===== config.mk =====
export PLATFORM = sky130hd
export DESIGN_NAME = cc_line_refill
export DESIGN_NICKNAME = d
export VERILOG_FILES = /design/src/rtl/cc_line_refill.sv
export SDC_FILE = /design/constraint.sdc
export NUM_CORES = 1
export LEC_CHECK = 0
export ABC_AREA = 1
export CAP_MARGIN = 20
export CORE_AREA = 2 2 95 97
export DETAILED_ROUTE_END_ITERATION = 12
export DIE_AREA = 0 0 97 99
export GPL_ROUTABILITY_DRIVEN = 0
export PLACE_DENSITY = 0.77
export SYNTH_ARGS = -nofsm -noshare
export SYNTH_HDL_FRONTEND = slang
export SYNTH_SLANG_ARGS = --single-unit

===== constraint.sdc =====
create_clock -name clk -period 1.7 [get_ports clk]
set_input_delay 0.17 -clock clk [delete_from_list [all_inputs] [get_ports clk]]
set_output_delay 0.17 -clock clk [all_outputs]
set_load 0.1 [all_outputs]

===== src/rtl/cc_line_refill.sv =====
// Cache miss refill engine: fetches one line with a single read burst, streams the
// beats into the data SRAM, then writes {valid, tag} into the tag SRAM.
module cc_line_refill #(
    parameter int TAG_W  = 18,
    parameter int IDX_W  = 8,
    parameter int DATA_W = 64,
    parameter int BEATS  = 8
) (
    input  logic                    clk,
    input  logic                    rst_n,
    input  logic                    miss_i,
    input  logic [TAG_W-1:0]        tag_i,
    input  logic [IDX_W-1:0]        index_i,
    output logic                    mem_arvalid_o,
    input  logic                    mem_arready_i,
    output logic [31:0]             mem_araddr_o,
    output logic [3:0]              mem_arlen_o,
    input  logic                    mem_rvalid_i,
    output logic                    mem_rready_o,
    input  logic [DATA_W-1:0]       mem_rdata_i,
    input  logic [1:0]              mem_rresp_i,
    input  logic                    mem_rlast_i,
    output logic                    data_wren_o,
    output logic [IDX_W+2:0]        data_waddr_o,
    output logic [DATA_W-1:0]       data_wdata_o,
    output logic                    tag_wren_o,
    output logic [IDX_W-1:0]        tag_waddr_o,
    output logic [TAG_W:0]          tag_wdata_o,
    output logic                    busy_o,
    output logic                    done_o,
    output logic                    err_o
);
    localparam int CNT_W = $clog2(BEATS);
    localparam int OFF_W = $clog2(BEATS * DATA_W / 8);
    localparam logic [CNT_W-1:0] CNT_LAST = CNT_W'(BEATS - 1);

    typedef enum logic [2:0] {
        ST_IDLE,
        ST_REQ,
        ST_DATA,
        ST_TAGW,
        ST_FIN
    } state_t;

    state_t             state_q, state_d;
    logic [CNT_W-1:0]   cnt_q, cnt_d;
    logic               err_q, err_d;
    logic [TAG_W-1:0]   tag_q, tag_d;
    logic [IDX_W-1:0]   idx_q, idx_d;
    logic               cnt_at_last;

    always_ff @(posedge clk) begin
        if (!rst_n) begin
            state_q <= ST_IDLE;
            cnt_q   <= '0;
            err_q   <= 1'b0;
            tag_q   <= '0;
            idx_q   <= '0;
        end else begin
            state_q <= state_d;
            cnt_q   <= cnt_d;
            err_q   <= err_d;
            tag_q   <= tag_d;
            idx_q   <= idx_d;
        end
    end

    assign cnt_at_last = (cnt_q == CNT_LAST);
    assign mem_arlen_o = 4'(BEATS - 1);
    assign busy_o      = (state_q != ST_IDLE);

    always_comb begin
        state_d       = state_q;
        cnt_d         = cnt_q;
        err_d         = err_q;
        tag_d         = tag_q;
        idx_d         = idx_q;
        mem_arvalid_o = 1'b0;
        mem_araddr_o  = '0;
        mem_rready_o  = 1'b0;
        data_wren_o   = 1'b0;
        data_waddr_o  = '0;
        data_wdata_o  = '0;
        tag_wren_o    = 1'b0;
        tag_waddr_o   = '0;
        tag_wdata_o   = '0;
        done_o        = 1'b0;
        err_o         = 1'b0;

        case (state_q)
            ST_IDLE: begin
                if (miss_i) begin
                    tag_d   = tag_i;
                    idx_d   = index_i;
                    err_d   = 1'b0;
                    cnt_d   = '0;
                    state_d = ST_REQ;
                end
            end
            ST_REQ: begin
                mem_arvalid_o = 1'b1;
                mem_araddr_o  = 32'({tag_q, idx_q, OFF_W'(0)});
                if (mem_arready_i) begin
                    state_d = ST_DATA;
                end
            end
            ST_DATA: begin
                mem_rready_o = 1'b1;
                if (mem_rvalid_i) begin
                    data_wren_o  = 1'b1;
                    data_waddr_o = {idx_q, cnt_q};
                    data_wdata_o = mem_rdata_i;
                    cnt_d        = cnt_q + CNT_W'(1);
                    if (mem_rresp_i != 2'b00) begin
                        err_d = 1'b1;
                    end
                    // A burst whose rlast disagrees with the beat count is malformed.
                    if (mem_rlast_i != cnt_at_last) begin
                        err_d = 1'b1;
                    end
                    if (mem_rlast_i || cnt_at_last) begin
                        state_d = ST_TAGW;
                    end
                end
            end
            ST_TAGW: begin
                tag_wren_o  = 1'b1;
                tag_waddr_o = idx_q;
                tag_wdata_o = {~err_q, tag_q};
                state_d     = ST_FIN;
            end
            ST_FIN: begin
                done_o  = ~err_q;
                err_o   = err_q;
                state_d = ST_IDLE;
            end
            default: begin
                state_d = ST_IDLE;
            end
        endcase
    end
endmodule


After elaboration in Yosys (flattened, before gate mapping)
Index checks and enable logic that the tools add are counted.

word-level totals
  register bits after elaboration = 33
  bits of input ports = 98

operators by class
  equal/unequal tests = 11
  add/subtract/negate cells = 1
  multiplexer cells = 27
  reduce and logical (&&, ||, !) cells = 9
  bitwise gates (word level) = 1

operator list
  cell                                                             count
  64-bit 2-to-1 mux                                                2
  32-bit 2-to-1 mux                                                1
  11-bit 2-to-1 mux                                                2
  19-bit 2-to-1 mux                                                1
  3-bit 2-to-1 mux                                                 6
  3-bit one-hot mux with 4 select lines                            1
  1-bit 2-to-1 mux                                                 11
  8-bit 2-to-1 mux                                                 1
  2-bit != test, second input constant                             4
  4-bit AND reduction                                              2
  3-bit by 2-bit == test with 1-bit output, second input constant  2
  3-bit == test, second input constant                             2
  3-bit one-hot mux with 2 select lines                            1
  2-bit nonzero test                                               2
  3-bit by 1-bit adder with 3-bit output, second input constant    1
  3-bit by 1-bit == test with 1-bit output, second input constant  1
  3-bit logical NOT                                                1
  3-bit != test, second input constant                             1
  3-bit AND reduction                                              1
  3-bit nonzero test                                               1
  1-bit one-hot mux with 2 select lines                            1
  2-bit AND reduction                                              1
  1-bit logical OR                                                 1
  1-bit != test                                                    1
  1-bit NOT                                                        1

Logic depth before layout (Yosys ltp)
Gate-level depths: netlist of run 1.

  depth after elaboration = 5
  depth in mapped cells = 9
  gate-level depth less buffers = 9

Least setup slack after synthesis of run 1
No wires, ideal clock.

  path type = reg-to-output
  start = register state_q[0]
  end = output port data_waddr_o[10]
  arrival = 2620 ps
  path slack = -1090 ps
  buffers on the path = 0
  required time = 1530 ps
  stages on the path, launching flop included = 6
  path through = dfxtp_1 > nor2_4 > nand2_4 > nor2_4 > inv_2 > nor2_1

on the way
  cells in the longest elaborated chain, start to end = 2

RTL lines
  item                                      RTL line  text
  from (decl)                               45        state_t state_q, state_d;
  from (signal assigned)                    60        state_q <= state_d;
  3-bit by 2-bit == test with 1-bit output  90        case (state_q)
  11-bit 2-to-1 mux                         90
  to (decl)                                 24        output logic [IDX_W+2:0] data_waddr_o,

No other way between the ends.

Worst setup path after layout of run 1
  start = register state_q[2]
  end = output port data_wdata_o[49]

on the way
  cells in the longest elaborated chain, start to end = 2

RTL lines
  item                                      RTL line  text
  3-bit by 2-bit == test with 1-bit output  90
  64-bit 2-to-1 mux                         90
  to (decl)                                 25        output logic [DATA_W-1:0] data_wdata_o,

No other way between the ends.

==> summary.txt, run 1 <==
Floorplanning
  • Total die area: 0.00960 mm^2
  • Die Wd: 97 um
  • CORE AREA: 0.00855 mm^2
  • Die height: 99 um
  • Initial Util: 0.269
  • # rows: 34
  • # IOs: 243

Cells and area
  • Final non-filler cell total: 748
  • Final core utilization: 0.860
  • # nets final: 741
  • Most frequent cells in the layout: 144 x buf_12, 119 x nor2_4, 96 x clkdlybuf4s50_1
  • Layout cell share with drive strength beyond 1: 0.492
  • # diodes: 0
  • Most common cell after layout, fill and taps aside: buf_12
  • Final Cell Area: 0.00736 mm^2
  • Synthesis-to-finish area growth: 220%

Setup path
  • Crit Path Class: flop to primary output
  • Crit start category: flop
  • Crit path max fanout: 5
  • Crit path DAT: 1550 ps
  • Setup crit end kind: primary output
  • Critical Path RT: 1530 ps

Pwr
  • Comb pwr share: 0.814
  • Leak: 2.69 nW
  • PwrDens: 1420 mW/mm^2
  • Sw frac: 0.597
  • Seq pwr share: 0.116
  • Clock share of power: 0.070
  • VDD IR max: 0.887 mV
  • Total power: 10.4 mW
  • Sw Pwr: 6.22 mW
  • Int Pwr: 4.21 mW

Global routing
  • Largest net degree at the start of global routing: 54
  • Number of global-route vias before repair: 3749
  • First-pass GRT wire length: 20.2 mm
  • Grt ovf: 0
  • Tot GR Track Use: 0.266
  • Initial antenna violation count: 0

STA
  • Slew Limit Fails: 0
  • Clock Skews: 6.60 ps
  • Hold Fails Final Rpt: 0
  • Min Tclk post-route: 1720 ps
  • Setup WS post-layout: -22.2 ps
  • Max Freq: 581 MHz
  • Tcrit/Tclk final: 1.01
  • RSZ-0062 raised after global routing: true
  • Setup TNS: -61.2 ps
  • Final setup fails: 6

Logic synthesis
  • Mapped cell area: 0.00230 mm^2
  • Top cells by area, synth: dfxtp_1 29%, nor2_1 22%, nand2_1 13%
  • Post-synthesis register bit count: 33
  • Synth warn: 0
  • Synth Instances: 405
  • Avg Inst Size Synth: 5.67 um^2
  • Leading area contributor after synthesis: dfxtp_1
  • Count of different cell masters after synthesis: 23
  • Yosys top cell area share: 0.288
  • Register area share after synthesis: 0.288

Clock network
  • Clk sinks: 33
  • CTS Buf Count: 5
  • Clock latency on the worst-skew pair: 290 ps
  • CTS H-tree depth: 2
  • Clock Path Buffers: 2
  • Root buffer cell: clkbuf_8
  • Worst-path clk slew: 70 ps
  • CTS tree: built

Routing
  • Routed vias: 3726
  • Drt wl/cell: 20.4 um
  • Initial detailed-routing violation count: 150
  • WL final: 15.3 mm
  • Antenna-violating nets left: 0
  • DR vias/cell: 4.98
  • DRC violations left: 0
  • Pre-Repair DR Iteration Count: 4

Placed design
  • PortBufs: 232
  • Final HPWL from detailed placement: 10.4 mm
  • Placed Instance Area: 0.00698 mm^2
  • Placed Cells: 729

Job
  • Max Cap Viol: 0

Status
  • Run status: finished, violations left
  • Violated checks: setup timing

Min path
  • Hold crit path type: input port to flop
[cell type report]
type | count | area (um^2)
Clock buffer | 5 | 68.8
Tap cell | 108 | 135
Timing Repair Buffer | 258 | 4070
Clock inverter | 2 | 35.0
Sequential cell | 33 | 667
Inverter | 40 | 159
Fill cell | 335 | 1190
Multi-Input combinational cell | 302 | 2220
[kinds of logic (layout without fill, tap and decap cells)]
| logic type | after synthesis | after routing | share of synthesized area |
|---|---|---|---|
| AO/OA/AOI/OAI | 60 | 60 | 0.131 |
| adder cells (fa/ha/maj) | 3 | 3 | 0.0164 |
| buffers and inverters | 78 | 305 | 0.163 |
| flip-flops | 33 | 33 | 0.288 |
| other | 2 | 10 | 0.00327 |
| AND/OR/NAND/NOR | 229 | 229 | 0.398 |
[flip-flops by register name, summed over array words and instances (netlist names)]
name and flops:
cnt_q 3, err_q 1, idx_q 8, state_q 3, tag_q 18
[cell usage after synthesis]
cell type / number
ha_1: 3
nand4_1: 1
nand2_4: 1
nor2_1: 137
nand2_1: 77
inv_2: 2
buf_2: 8
nand3_4: 1
conb_1: 2
nor2_4: 2
a21oi_1: 30
clkbuf_1: 14
buf_6: 3
o21ai_0: 4
a31oi_1: 1
inv_1: 38
o21ai_1: 25
nor3_1: 1
nand2_2: 2
nor2_2: 1
dfxtp_1: 33
buf_4: 13
nand3_1: 6
[final timing paths]
kind | from | slack (ps) | to | cells past startpoint
worst max-delay path | state_q[2] | -20 | data_wdata_o[49] | 6
worst min register to register | cnt_q[0] | 550 | cnt_q[0] | 2
worst max register to register | cnt_q[1] | 110 | state_q[0] | 9
worst min-delay path | mem_rvalid_i | 510 | err_q | 5
[through the flow]
stage	hold slack, ps	setup slack (ps)
finish	512	-22.2
detailed placement	520	157
global placement	497	212
floorplan	308	-395
global route	539	-43.5
CTS	501	-20.4
[power by group through the flow]
stage          combinational, mW  sequential (mW)  clock [mW]
3_3_place_gp                7.63             1.16           0
3_5_place_dp                7.79             1.18           0
6_report                    8.49             1.21       0.734
2_1_floorplan               5.23             1.14           0
4_1_cts                     8.04             1.18       0.732
5_1_grt                     8.70             1.21       0.757
[timing repair]
item,CTS,global route
gates cloned,0,5
setup buffers,5,2
hold buffers,0,0
resized for setup,15,10
pin swaps,3,5
setup endpoints to repair,74,86
[layer usage]
metal / up-vias / share of wire / wire length (um) / track usage
met3: 42 / 0.081 / 1250 / 0.0617
met4: 0 / 0.041 / 629 / 0.102
met2: 238 / 0.55 / 8380 / 0.532
met1: 1762 / 0.33 / 5020 / 0.262
li1: 1684 / - / - / -
met5: - / 0 / 0 / 0
[worst max-delay path, cell delays in order (launching register included)]
cell and delay [ps]:
dfxtp_2 360, nor2_4 160, nand2_8 100, buf_16 160
buf_6 140, nor2_4 140, buf_12 190
Note: power is estimated with default switching activity, not from simulation.
==> inputs of run 2 (changes only) <==
- SETUP_SLACK_MARGIN: unset -> 0.1
==> run 2 against run 1 <==
Compared with the run above: largest cell class unchanged; highest routed layer unchanged; total power down 2.2%; sequential cell count stayed put; sequential power fell by 3%; sequential share of layout area hardly changed; die area did not move; the flow now finishes without violations; global-route usage down 0.24 points; final cell count shrank 0.80%.
==> summary.txt, run 2 (synthesized netlist as in run 1, its figures left out) <==
STA
  • RSZ-0062 raised after global routing: true
  • Final setup fails: 0 (-6)
  • Tcrit/Tclk final: 0.998 (-0.0154)
  • Setup WS post-layout: 4.00 ps (+26.2 ps)
  • Setup TNS: 0 ps (+61.2 ps)
  • Slew Limit Fails: 0 (unchanged)
  • Max Freq: 590 MHz (+1.5%)
  • Clock Skews: 5.12 ps (-1.48 ps)
  • Min Tclk post-route: 1700 ps (-26.2 ps)
  • Hold Fails Final Rpt: 0 (unchanged)

Cells and area
  • Top Registers: tag_q (18), idx_q (8)
  • Final non-filler cell total: 742 (-0.80%)
  • Final core utilization: 0.862 (+0.00132)
  • # diodes: 0 (unchanged)
  • # nets final: 735 (-0.81%)
  • Synthesis-to-finish area growth: 221%
  • Most frequent cells in the layout: 138 x buf_12, 131 x nor2_4, 96 x clkdlybuf4s50_1
  • Most common cell after layout, fill and taps aside: buf_12
  • Largest Register: tag_q
  • Final Cell Area: 0.00737 mm^2 (+0.15%)
  • Layout cell share with drive strength beyond 1: 0.489 (-0.00323)
  • Max reg flops: 18 (unchanged)

Clock network
  • CTS Buf Count: 5 (unchanged)
  • Clk sinks: 33 (unchanged)
  • CTS H-tree depth: 2 (unchanged)
  • CTS tree: built
  • Hold-fix buffers, CTS: 0 (unchanged)
  • Clock Path Buffers: 2 (unchanged)
  • Clock latency on the worst-skew pair: 280 ps (about the same)
  • Root buffer cell: clkbuf_8
  • Worst-path clk slew: 70 ps (about the same)

Floorplanning
  • # IOs: 243 (unchanged)
  • # rows: 34 (unchanged)
  • Total die area: 0.00960 mm^2 (unchanged)
  • Die height: 99 um (unchanged)
  • Initial Util: 0.269 (unchanged)
  • CORE AREA: 0.00855 mm^2 (unchanged)
  • Die Wd: 97 um (unchanged)

Setup path
  • CP most frequent cell: nor2_4
  • Crit path max-delay cell type: dfxtp_2
  • Crit path DAT: 1530 ps (-20 ps)
  • Cell breakdown of the critical path: inv_2 -> nor2_4 -> nand2_4 -> clkbuf_16 -> nor2_4 -> buf_12
  • Crit path max fanout: 9 (+4)
  • Critical Path RT: 1530 ps (about the same)
  • Setup crit end kind: primary output
  • Slowest stage delay, CP: 360 ps (about the same)
  • Crit Path Class: flop to primary output
  • Crit start category: flop

Job
  • Max Cap Viol: 0 (unchanged)

Routing
  • DR vias/cell: 4.63 (-7.0%)
  • Drt wl/cell: 17.5 um (-14%)
  • Initial detailed-routing violation count: 101 (-33%)
  • Routed vias: 3437 (-7.8%)
  • WL final: 13.0 mm (-15%)
  • Antenna-violating nets left: 0 (unchanged)
  • DRC violations left: 0 (unchanged)
  • Pre-Repair DR Iteration Count: 4 (unchanged)

Global routing
  • Grt ovf: 0 (unchanged)
  • First-pass GRT wire length: 20.1 mm (-0.38%)
  • Largest net degree at the start of global routing: 35 (-35%)
  • Initial antenna violation count: 0 (unchanged)
  • Tot GR Track Use: 0.263 (-0.00240)
  • Number of global-route vias before repair: 3749 (unchanged)

Placed design
  • Setup WS pre-CTS: 155 ps (-2.12 ps)
  • Placed Cells: 727 (-0.27%)
  • Final HPWL from detailed placement: 9.88 mm (-5.0%)
  • PortBufs: 232 (unchanged)
  • Placed Instance Area: 0.00706 mm^2 (+1.1%)

Min path
  • Hold crit path type: input port to flop

Pwr
  • PwrDens: 1380 mW/mm^2 (-2.4%)
  • Leak: 2.65 nW (-1.7%)
  • VDD IR max: 1.14 mV (+29%)

Status
  • Run status: completed
## run 2: metrics by stage
stage / hold WS, ps / power [mW]
floorplan: 308 / 6.61
global placement: 523 / 8.96
detailed placement: 521 / 9.08
CTS: 494 / 10.1
global route: 519 / 10.6
finish: 498 / 10.2
## run 2: repair_timing
item,CTS,global route
endpoints found under the setup margin,131,134
buffers inserted,2,0
pin swaps,57,5
gates cloned,4,2
gates resized for setup,15,2
## run 2: where the power goes
part | switching [mW] | internal, mW | total, mW
Sequential | 0.138 | 1.04 | 1.17
Clock | 0.281 | 0.322 | 0.602
Combinational | 5.64 | 2.79 | 8.42
Total | 6.06 | 4.14 | 10.2
## run 2: cell type report
| class | instances | area, um^2 |
|---|---|---|
| timing repair buffer | 252 | 4030 |
| tap | 108 | 135 |
| fill | 442 | 1180 |
| clock buffer | 7 | 86.3 |
| multi-input combinational | 302 | 2280 |
| sequential | 33 | 668 |
| inverter | 40 | 163 |
## run 2: worst max-delay path: cells and delay by family, from the launching register on
family / cells / cell delay [ps]
flip-flops: 1 / 360
buffers and inverters: 3 / 450
AND/OR/NAND/NOR: 3 / 420
## run 2: per-layer routing
metal / share of wire / vias up / wire length, um / track usage
met3: 0.049 / 24 / 635 / 0.0603
met4: 0.026 / 0 / 336 / 0.0910
met5: 0 / - / 0 / 0
met1: 0.36 / 1600 / 4660 / 0.285
li1: - / 1684 / - / -
met2: 0.57 / 129 / 7350 / 0.502
## run 2: worst paths after layout
| path | start | end | slack (ps) | cells past startpoint |
|---|---|---|---|---|
| worst max-delay path | state_q[0] | mem_araddr_o[7] | 4 | 6 |
| worst min-delay path | tag_i[7] | tag_q[7] | 500 | 3 |
| worst max register to register | cnt_q[0] | state_q[0] | 210 | 9 |
| worst min register to register | cnt_q[0] | cnt_q[0] | 510 | 2 |
